==> config.mk <==
export PLATFORM = sky130hd
export DESIGN_NAME = match_round_controller
export DESIGN_NICKNAME = d
export VERILOG_FILES = /design/src/rtl/match_round_controller.sv
export SDC_FILE = /design/constraint.sdc
export NUM_CORES = 1
export LEC_CHECK = 0
export CAP_MARGIN = 10
export CORE_ASPECT_RATIO = 0.9
export CORE_MARGIN = 5
export CORE_UTILIZATION = 56
export CTS_CLUSTER_SIZE = 10
export DETAILED_ROUTE_END_ITERATION = 10
export PLACE_DENSITY_LB_ADDON = 0.05
export SLEW_MARGIN = 10
export SYNTH_ARGS = -nofsm -noshare
export SYNTH_HDL_FRONTEND = slang
export SYNTH_SLANG_ARGS = --single-unit
==> constraint.sdc <==
create_clock -name clk -period 5.65 [get_ports clk]
set_input_delay 1.13 -clock clk [delete_from_list [all_inputs] [get_ports clk]]
set_output_delay 1.13 -clock clk [all_outputs]
set_load 0.02 [all_outputs]
==> src/rtl/match_round_controller.sv <==
// ---------------------------------------------------------------------------
// match_round_controller
//
// Sequences one rock-paper-scissors game between two players. Each round
// collects exactly one move from each player, judges the pair, and updates
// the round / win / lose tallies. The game ends when either player reaches
// WIN_TARGET round wins or when the round count reaches MAX_ROUNDS.
//
// Move encoding   : 00 rock, 01 paper, 10 scissors, 11 invalid
// Result encoding : 00 none, 01 draw, 10 p1 wins, 11 p2 wins
//
// Handshake: a move transfers on a rising edge where pX_valid and pX_ready
// are both high. pX_ready is registered. It is high in COLLECT until that
// player's move has transferred, then low for the rest of the round, so at
// most one move per player is taken per round and later offers are ignored.
//
// Ports
//   clk          in   1  system clock, rising edge
//   resetn       in   1  synchronous reset, active-low
//   start        in   1  begin/restart a game (IDLE or GAME_OVER only)
//   p1_valid     in   1  player 1 move offered
//   p1_move      in   2  player 1 move
//   p1_ready     out  1  player 1 move accepted this cycle
//   p2_valid     in   1  player 2 move offered
//   p2_move      in   2  player 2 move
//   p2_ready     out  1  player 2 move accepted this cycle
//   result_valid out  1  one-cycle pulse when a round result is published
//   matchresult  out  2  last round result
//   round        out  4  rounds played this game
//   win          out  4  rounds won by player 1
//   lose         out  4  rounds won by player 2
//   game_over    out  1  high while in GAME_OVER
//   winner       out  2  overall game winner, valid while game_over
//   busy         out  1  high in COLLECT, JUDGE and UPDATE
//   state_dbg    out  3  current FSM state, for observation only
// ---------------------------------------------------------------------------
module match_round_controller #(
    parameter int WIN_TARGET     = 3,
    parameter int MAX_ROUNDS     = 9,
    parameter int TIMEOUT_CYCLES = 255
) (
    input  logic       clk,
    input  logic       resetn,
    input  logic       start,
    input  logic       p1_valid,
    input  logic [1:0] p1_move,
    output logic       p1_ready,
    input  logic       p2_valid,
    input  logic [1:0] p2_move,
    output logic       p2_ready,
    output logic       result_valid,
    output logic [1:0] matchresult,
    output logic [3:0] round,
    output logic [3:0] win,
    output logic [3:0] lose,
    output logic       game_over,
    output logic [1:0] winner,
    output logic       busy,
    output logic [2:0] state_dbg
);

    // -----------------------------------------------------------------------
    // Constants
    // -----------------------------------------------------------------------
    localparam int TW = $clog2(TIMEOUT_CYCLES + 1);

    localparam logic [3:0]    WIN_LIMIT   = 4'(WIN_TARGET);
    localparam logic [3:0]    ROUND_LIMIT = 4'(MAX_ROUNDS);
    localparam logic [TW-1:0] TIMER_LIMIT = TW'(TIMEOUT_CYCLES);

    localparam logic [1:0] MV_ROCK     = 2'b00;
    localparam logic [1:0] MV_PAPER    = 2'b01;
    localparam logic [1:0] MV_SCISSORS = 2'b10;
    localparam logic [1:0] MV_INVALID  = 2'b11;

    localparam logic [1:0] RES_NONE = 2'b00;
    localparam logic [1:0] RES_DRAW = 2'b01;
    localparam logic [1:0] RES_P1   = 2'b10;
    localparam logic [1:0] RES_P2   = 2'b11;

    typedef enum logic [2:0] {
        S_IDLE      = 3'd0,
        S_COLLECT   = 3'd1,
        S_JUDGE     = 3'd2,
        S_UPDATE    = 3'd3,
        S_GAME_OVER = 3'd4
    } state_t;

    // -----------------------------------------------------------------------
    // Helpers
    // -----------------------------------------------------------------------

    // Round judgement. An invalid move loses to any valid move; two invalid
    // moves are a draw. Otherwise paper>rock, scissors>paper, rock>scissors.
    function automatic logic [1:0] judge_moves(input logic [1:0] a,
                                               input logic [1:0] b);
        logic [1:0] r;
        r = RES_DRAW;
        if (a == MV_INVALID && b == MV_INVALID) begin
            r = RES_DRAW;
        end else if (a == MV_INVALID) begin
            r = RES_P2;
        end else if (b == MV_INVALID) begin
            r = RES_P1;
        end else if (a == b) begin
            r = RES_DRAW;
        end else if ((a == MV_PAPER    && b == MV_ROCK)  ||
                     (a == MV_SCISSORS && b == MV_PAPER) ||
                     (a == MV_ROCK     && b == MV_SCISSORS)) begin
            r = RES_P1;
        end else begin
            r = RES_P2;
        end
        return r;
    endfunction

    // Tally counters stop at 15 rather than wrapping.
    function automatic logic [3:0] sat_inc(input logic [3:0] v);
        return (v == 4'd15) ? v : v + 4'd1;
    endfunction

    // -----------------------------------------------------------------------
    // State
    // -----------------------------------------------------------------------
    state_t        state;
    logic [1:0]    mv1;
    logic [1:0]    mv2;
    logic [TW-1:0] timer;

    assign state_dbg = state;

    // -----------------------------------------------------------------------
    // Next-step decode
    // -----------------------------------------------------------------------
    logic          cap1;
    logic          cap2;
    logic          both_done;
    logic          one_held;
    logic [TW-1:0] timer_inc;
    logic          timeout_hit;
    logic          do_update;
    logic [1:0]    upd_result;
    logic          end_hit;
    logic [1:0]    final_winner;

    always_comb begin
        cap1         = 1'b0;
        cap2         = 1'b0;
        both_done    = 1'b0;
        one_held     = 1'b0;
        timer_inc    = timer + TW'(1);
        timeout_hit  = 1'b0;
        do_update    = 1'b0;
        upd_result   = RES_NONE;
        end_hit      = 1'b0;
        final_winner = RES_DRAW;

        if (state == S_COLLECT) begin
            cap1 = p1_valid && p1_ready;
            cap2 = p2_valid && p2_ready;
            // A player is done if captured earlier (ready already low) or now.
            both_done = (!p1_ready || cap1) && (!p2_ready || cap2);
            // Exactly one move already held going into this edge.
            one_held = (p1_ready != p2_ready);
            // A second capture on the same edge takes priority over forfeit.
            timeout_hit = one_held && !both_done && (timer_inc == TIMER_LIMIT);
        end

        do_update = (state == S_JUDGE) || timeout_hit;

        if (state == S_JUDGE) begin
            upd_result = judge_moves(mv1, mv2);
        end else if (timeout_hit) begin
            // The player whose ready is already low is the one who moved.
            upd_result = p1_ready ? RES_P2 : RES_P1;
        end

        // Tallies were updated on the edge into UPDATE, so these compare
        // against the post-increment values.
        end_hit = (win == WIN_LIMIT) || (lose == WIN_LIMIT) ||
                  (round == ROUND_LIMIT);

        if (win > lose) begin
            final_winner = RES_P1;
        end else if (lose > win) begin
            final_winner = RES_P2;
        end else begin
            final_winner = RES_DRAW;
        end
    end

    // -----------------------------------------------------------------------
    // FSM and registered outputs
    // -----------------------------------------------------------------------
    always_ff @(posedge clk) begin
        if (!resetn) begin
            state        <= S_IDLE;
            mv1          <= MV_ROCK;
            mv2          <= MV_ROCK;
            timer        <= '0;
            p1_ready     <= 1'b0;
            p2_ready     <= 1'b0;
            result_valid <= 1'b0;
            matchresult  <= RES_NONE;
            round        <= 4'd0;
            win          <= 4'd0;
            lose         <= 4'd0;
            game_over    <= 1'b0;
            winner       <= RES_NONE;
            busy         <= 1'b0;
        end else begin
            result_valid <= 1'b0;

            case (state)
                S_IDLE, S_GAME_OVER: begin
                    if (start) begin
                        state       <= S_COLLECT;
                        round       <= 4'd0;
                        win         <= 4'd0;
                        lose        <= 4'd0;
                        matchresult <= RES_NONE;
                        winner      <= RES_NONE;
                        timer       <= '0;
                        game_over   <= 1'b0;
                        busy        <= 1'b1;
                        p1_ready    <= 1'b1;
                        p2_ready    <= 1'b1;
                    end
                end

                S_COLLECT: begin
                    if (cap1) begin
                        mv1      <= p1_move;
                        p1_ready <= 1'b0;
                    end
                    if (cap2) begin
                        mv2      <= p2_move;
                        p2_ready <= 1'b0;
                    end
                    if (both_done) begin
                        state <= S_JUDGE;
                        timer <= '0;
                    end else if (timeout_hit) begin
                        // Forfeit: skip JUDGE, the result is published now.
                        state    <= S_UPDATE;
                        timer    <= '0;
                        p1_ready <= 1'b0;
                        p2_ready <= 1'b0;
                    end else if (one_held) begin
                        timer <= timer_inc;
                    end
                end

                S_JUDGE: begin
                    state <= S_UPDATE;
                end

                S_UPDATE: begin
                    if (end_hit) begin
                        state     <= S_GAME_OVER;
                        game_over <= 1'b1;
                        busy      <= 1'b0;
                        winner    <= final_winner;
                    end else begin
                        state    <= S_COLLECT;
                        p1_ready <= 1'b1;
                        p2_ready <= 1'b1;
                    end
                end

                default: begin
                    state <= S_IDLE;
                end
            endcase

            // Publishing a result: shared by the judged path and the forfeit
            // path, both of which land in UPDATE on this edge.
            if (do_update) begin
                result_valid <= 1'b1;
                matchresult  <= upd_result;
                round        <= sat_inc(round);
                if (upd_result == RES_P1) begin
                    win <= sat_inc(win);
                end
                if (upd_result == RES_P2) begin
                    lose <= sat_inc(lose);
                end
            end
        end
    end

endmodule

==> tab_implementation.tex <==
\begin{tabular}{lr}
\hline
Metric & Value \\
\hline
\multicolumn{2}{l}{\textbf{Synthesis}} \\
Share of the synthesized netlist area taken by xor and xnor gates & 2.45\% \\
Synth Register Bits & 36 \\
Top cells by area in the synthesized netlist & sky130\_fd\_sc\_hd\_\_dfxtp\_1 (34\%), sky130\_fd\_sc\_hd\_\_ha\_1 (5.8\%), sky130\_fd\_sc\_hd\_\_mux2i\_1 (5.1\%), sky130\_fd\_sc\_hd\_\_nand2\_1 (4.4\%), sky130\_fd\_sc\_hd\_\_nand3\_1 (3.7\%) \\
Average instance area after synthesis & 8.04 um\^{}2 \\
Most instantiated library cell after synthesis & sky130\_fd\_sc\_hd\_\_dfxtp\_1 \\
Area fraction in and, or, nand and nor cells after synthesis & 28.6\% \\
Proportion of synthesized area in mux cells & 5.13\% \\
Adder and majority cell fraction of the synthesized area & 5.83\% \\
Warnings from Yosys & 0 \\
Number of distinct standard cells referenced by the synthesized netlist & 51 \\
Compound-gate portion of the synthesized area & 19.9\% \\
Top FF cell, synth & sky130\_fd\_sc\_hd\_\_dfxtp\_1 \\
Synth cell count leaders & sky130\_fd\_sc\_hd\_\_dfxtp\_1 (36), sky130\_fd\_sc\_hd\_\_nand2\_1 (25), sky130\_fd\_sc\_hd\_\_nor2\_1 (21) \\
Synth top area share & 33.6\% \\
Main combinational cell family by area after synthesis & simple AND/OR/NAND/NOR gates \\
Post-synthesis instance total & 267 \\
Ys async rst share & 0\% \\
Cell accounting for the most synthesized area & sky130\_fd\_sc\_hd\_\_dfxtp\_1 \\
Number of enable-type register cells in the synthesized netlist & 0 \\
Fraction of the yosys area taken by sequential cells & 33.6\% \\
Post-synthesis cell area & 2150 um\^{}2 \\
Total nets after synthesis & 286 \\
\multicolumn{2}{l}{\textbf{CTS}} \\
Clock latency reported for the late side of the worst-skew pair & 0.29 ns \\
Max H-tree Level & 2 \\
CTS Root Buffer Type & sky130\_fd\_sc\_hd\_\_clkbuf\_8 \\
Number of buffers added to fix hold violations after cts & 0 \\
Clock-pin slew on the worst setup and hold paths & 0.07 ns \\
Clock sink total & 36 \\
Clock tree from TritonCTS & built \\
Post\_cts resized & 0 \\
CTS max path bufs & 2 \\
Number of buffers added by the clock tree synthesis step & 5 \\
Count of buffers added by post-CTS timing repair for setup & 0 \\
\multicolumn{2}{l}{\textbf{Detailed routing}} \\
Starting DRT DRC Count & 110 \\
Antenna-violating nets left & 0 \\
Total via count after detailed routing & 1963 \\
Remaining DRCs & 0 \\
Per-cell routed wire length & 14.1 um \\
1st-pass router iterations & 4 \\
Via density & 5.79 \\
Wire length reported by the detailed router & 4780 um \\
\multicolumn{2}{l}{\textbf{Run}} \\
Reported max-cap violation count & 0 \\
\multicolumn{2}{l}{\textbf{Global routing}} \\
Vias in the first global route & 1742 \\
Residual overflow from global routing & 0 \\
Pin count of the biggest net entering global routing & 29 \\
Global-route wire length before repair & 8000 um \\
Overall Global Routing Usage & 20.3\% \\
Antenna violations before repair & 0 \\
\multicolumn{2}{l}{\textbf{STA}} \\
Unrepaired setup endpoints after global routing & no \\
Fin worst setup slack & 2.07 ns \\
Clock skew & 0.00322 ns \\
Share of the cycle needed by the critical path after routing & 63.4\% \\
Worst slew margin relative to its limit & 31.1\% \\
Minimum clock period & 3.58 ns \\
Max Fclk & 279 MHz \\
Final setup violation count & 0 \\
Final Hold Fails & 0 \\
Sum Neg Setup Slack & 0 ns \\
Max-slew violations & 0 \\
Slew at the pin with the worst max-slew slack & 1.03 ns \\
\multicolumn{2}{l}{\textbf{Placed design}} \\
Final HPWL from detailed placement & 3410 um \\
Number of cells in the design after placement & 331 \\
DP Worst Slack & 1.78 ns \\
IO Port Bufs & 32 \\
RD Place Congestion & 0.839 \\
\multicolumn{2}{l}{\textbf{Floorplan}} \\
Effective utilization at floorplan & 58.0\% \\
Count of pins on the block boundary & 33 \\
Full die area & 5170 um\^{}2 \\
Width of the chip & 75.3 um \\
Core Region & 3700 um\^{}2 \\
Die height & 68.7 um \\
Number of placement rows & 21 \\
\multicolumn{2}{l}{\textbf{Power and ir drop}} \\
Power density relative to cell area & 222 nW/um\^{}2 \\
P\_leak & 0.875 nW \\
Maximum vdd ir drop & 0.146 mV \\
\multicolumn{2}{l}{\textbf{Setup path}} \\
Crit path to & timer[4]\$\_SDFFE\_PN0P\_ \\
Beginning of the worst register-to-register path & timer[0]\$\_SDFFE\_PN0P\_ \\
Worst Path Arrival & 3.81 ns \\
Critical path required time & 5.87 ns \\
Setup slack of the most critical reg-to-reg path & 2.94 ns \\
Largest fanout of any net on the critical path & 28 \\
Reg-to-reg endpoint & lose[0]\$\_SDFFE\_PN0P\_ \\
Category of the worst setup path capture point & flop \\
Worst setup SP type & input port \\
Number of cells on the worst reg-to-reg path & 7 \\
Kind of critical path & in2reg \\
Start point of the critical path & resetn \\
\multicolumn{2}{l}{\textbf{Final layout}} \\
Antenna fix cells & 0 \\
Net count reported at finish & 311 \\
Layout-stage area growth over the synthesis result & 18.9\% \\
Ratio of cells with drive above 1 in the final layout & 5.12\% \\
Count of non-filler cells in the finished layout & 339 \\
\multicolumn{2}{l}{\textbf{Outcome}} \\
Status & completed \\
\multicolumn{2}{l}{\textbf{Worst hold path}} \\
Worst hold path class & reg2reg \\
\hline
\end{tabular}
## sequential cells by signal (all words and copies together), names as in the netlist
signal        flops
mv1               2
timer             8
game_over         1
win               4
p2_ready          1
state_dbg         3
result_valid      1
p1_ready          1
mv2               2
round             4
busy              1
matchresult       2
lose              4
winner            2
## worst min-delay path by stage
stage          slack (ns)                     end              startpoint  depth (start not counted)
4_1_cts              0.48  game_over$_SDFFE_PN0P_  game_over$_SDFFE_PN0P_                          2
2_1_floorplan        0.47   timer[6]$_SDFFE_PN0P_   timer[6]$_SDFFE_PN0P_                          2
6_report             0.47  game_over$_SDFFE_PN0P_  game_over$_SDFFE_PN0P_                          2
3_3_place_gp         0.46  game_over$_SDFFE_PN0P_  game_over$_SDFFE_PN0P_                          2
5_1_grt              0.51  winner[1]$_SDFFE_PN0P_  winner[1]$_SDFFE_PN0P_                          2
3_5_place_dp         0.46  game_over$_SDFFE_PN0P_  game_over$_SDFFE_PN0P_                          2
## layout make-up
cell class | count | area (um^2)
Clock buffer | 6 | 82.6
Inverter | 9 | 33.8
Clock inverter | 2 | 10.0
Timing Repair Buffer | 32 | 320
Tap cell | 46 | 57.6
Multi-Input combinational cell | 208 | 1330
Sequential cell | 36 | 721
Fill cell | 334 | 1150
## cell families after synthesis
kind of cell	count (synthesis)
compound gates	65
xor+xnor	6
fa+ha+maj	10
buf+inv	23
flops	36
mux	11
simple gates	116
## metrics by stage
stage	total power, mW	hold slack (ns)	utilization (%)	area [um^2]
after floorplan	0.345	0.472	-	2150
after global placement	0.378	0.460	66.4	2460
after detailed placement	0.378	0.465	66.4	2460
after CTS	0.570	0.476	68.9	2550
after global routing	0.594	0.507	68.9	2550
final	0.566	0.470	68.9	2550
## worst max-delay path, cell delays in order
cell                              delay, ns
sky130_fd_sc_hd__clkdlybuf4s50_1       1.15
sky130_fd_sc_hd__clkinv_1              0.77
sky130_fd_sc_hd__or4_1                 0.67
sky130_fd_sc_hd__o21ai_0               0.08
## where the power goes
group / internal, mW / total [mW] / switching, mW
Combinational: 0.0411 / 0.0955 / 0.0544
Clock: 0.0973 / 0.193 / 0.0958
Sequential: 0.263 / 0.278 / 0.0148
Total: 0.401 / 0.566 / 0.165
## metal layers
layer | vias up | wire [um] | GRT usage (%)
li1 | 1009 | - | -
met3 | 7 | 233 | 5.65
met4 | 0 | 74 | 8.52
met5 | - | 0 | 0
met1 | 902 | 2430 | 27.3
met2 | 45 | 2040 | 30.5
## cells in the final DEF (no fill, tap or decap), types with 4 or more instances in the layout
cell and n:
sky130_fd_sc_hd__nor2b_1 10, sky130_fd_sc_hd__nor3b_1 6, sky130_fd_sc_hd__ha_1 10, sky130_fd_sc_hd__inv_1 8
sky130_fd_sc_hd__nand3_1 16, sky130_fd_sc_hd__clkbuf_8 6, sky130_fd_sc_hd__a21oi_1 15, sky130_fd_sc_hd__o22ai_1 4
sky130_fd_sc_hd__dfxtp_1 36, sky130_fd_sc_hd__mux2i_1 11, sky130_fd_sc_hd__nand2b_1 4, sky130_fd_sc_hd__nand2_1 25
sky130_fd_sc_hd__xnor2_1 5, sky130_fd_sc_hd__nor3_1 9, sky130_fd_sc_hd__o21ai_0 16, sky130_fd_sc_hd__nand3b_1 4
sky130_fd_sc_hd__nor2_1 21, sky130_fd_sc_hd__clkdlybuf4s50_1 32, sky130_fd_sc_hd__a31oi_1 4
No activity file was read; power rests on OpenSTA's default activity.
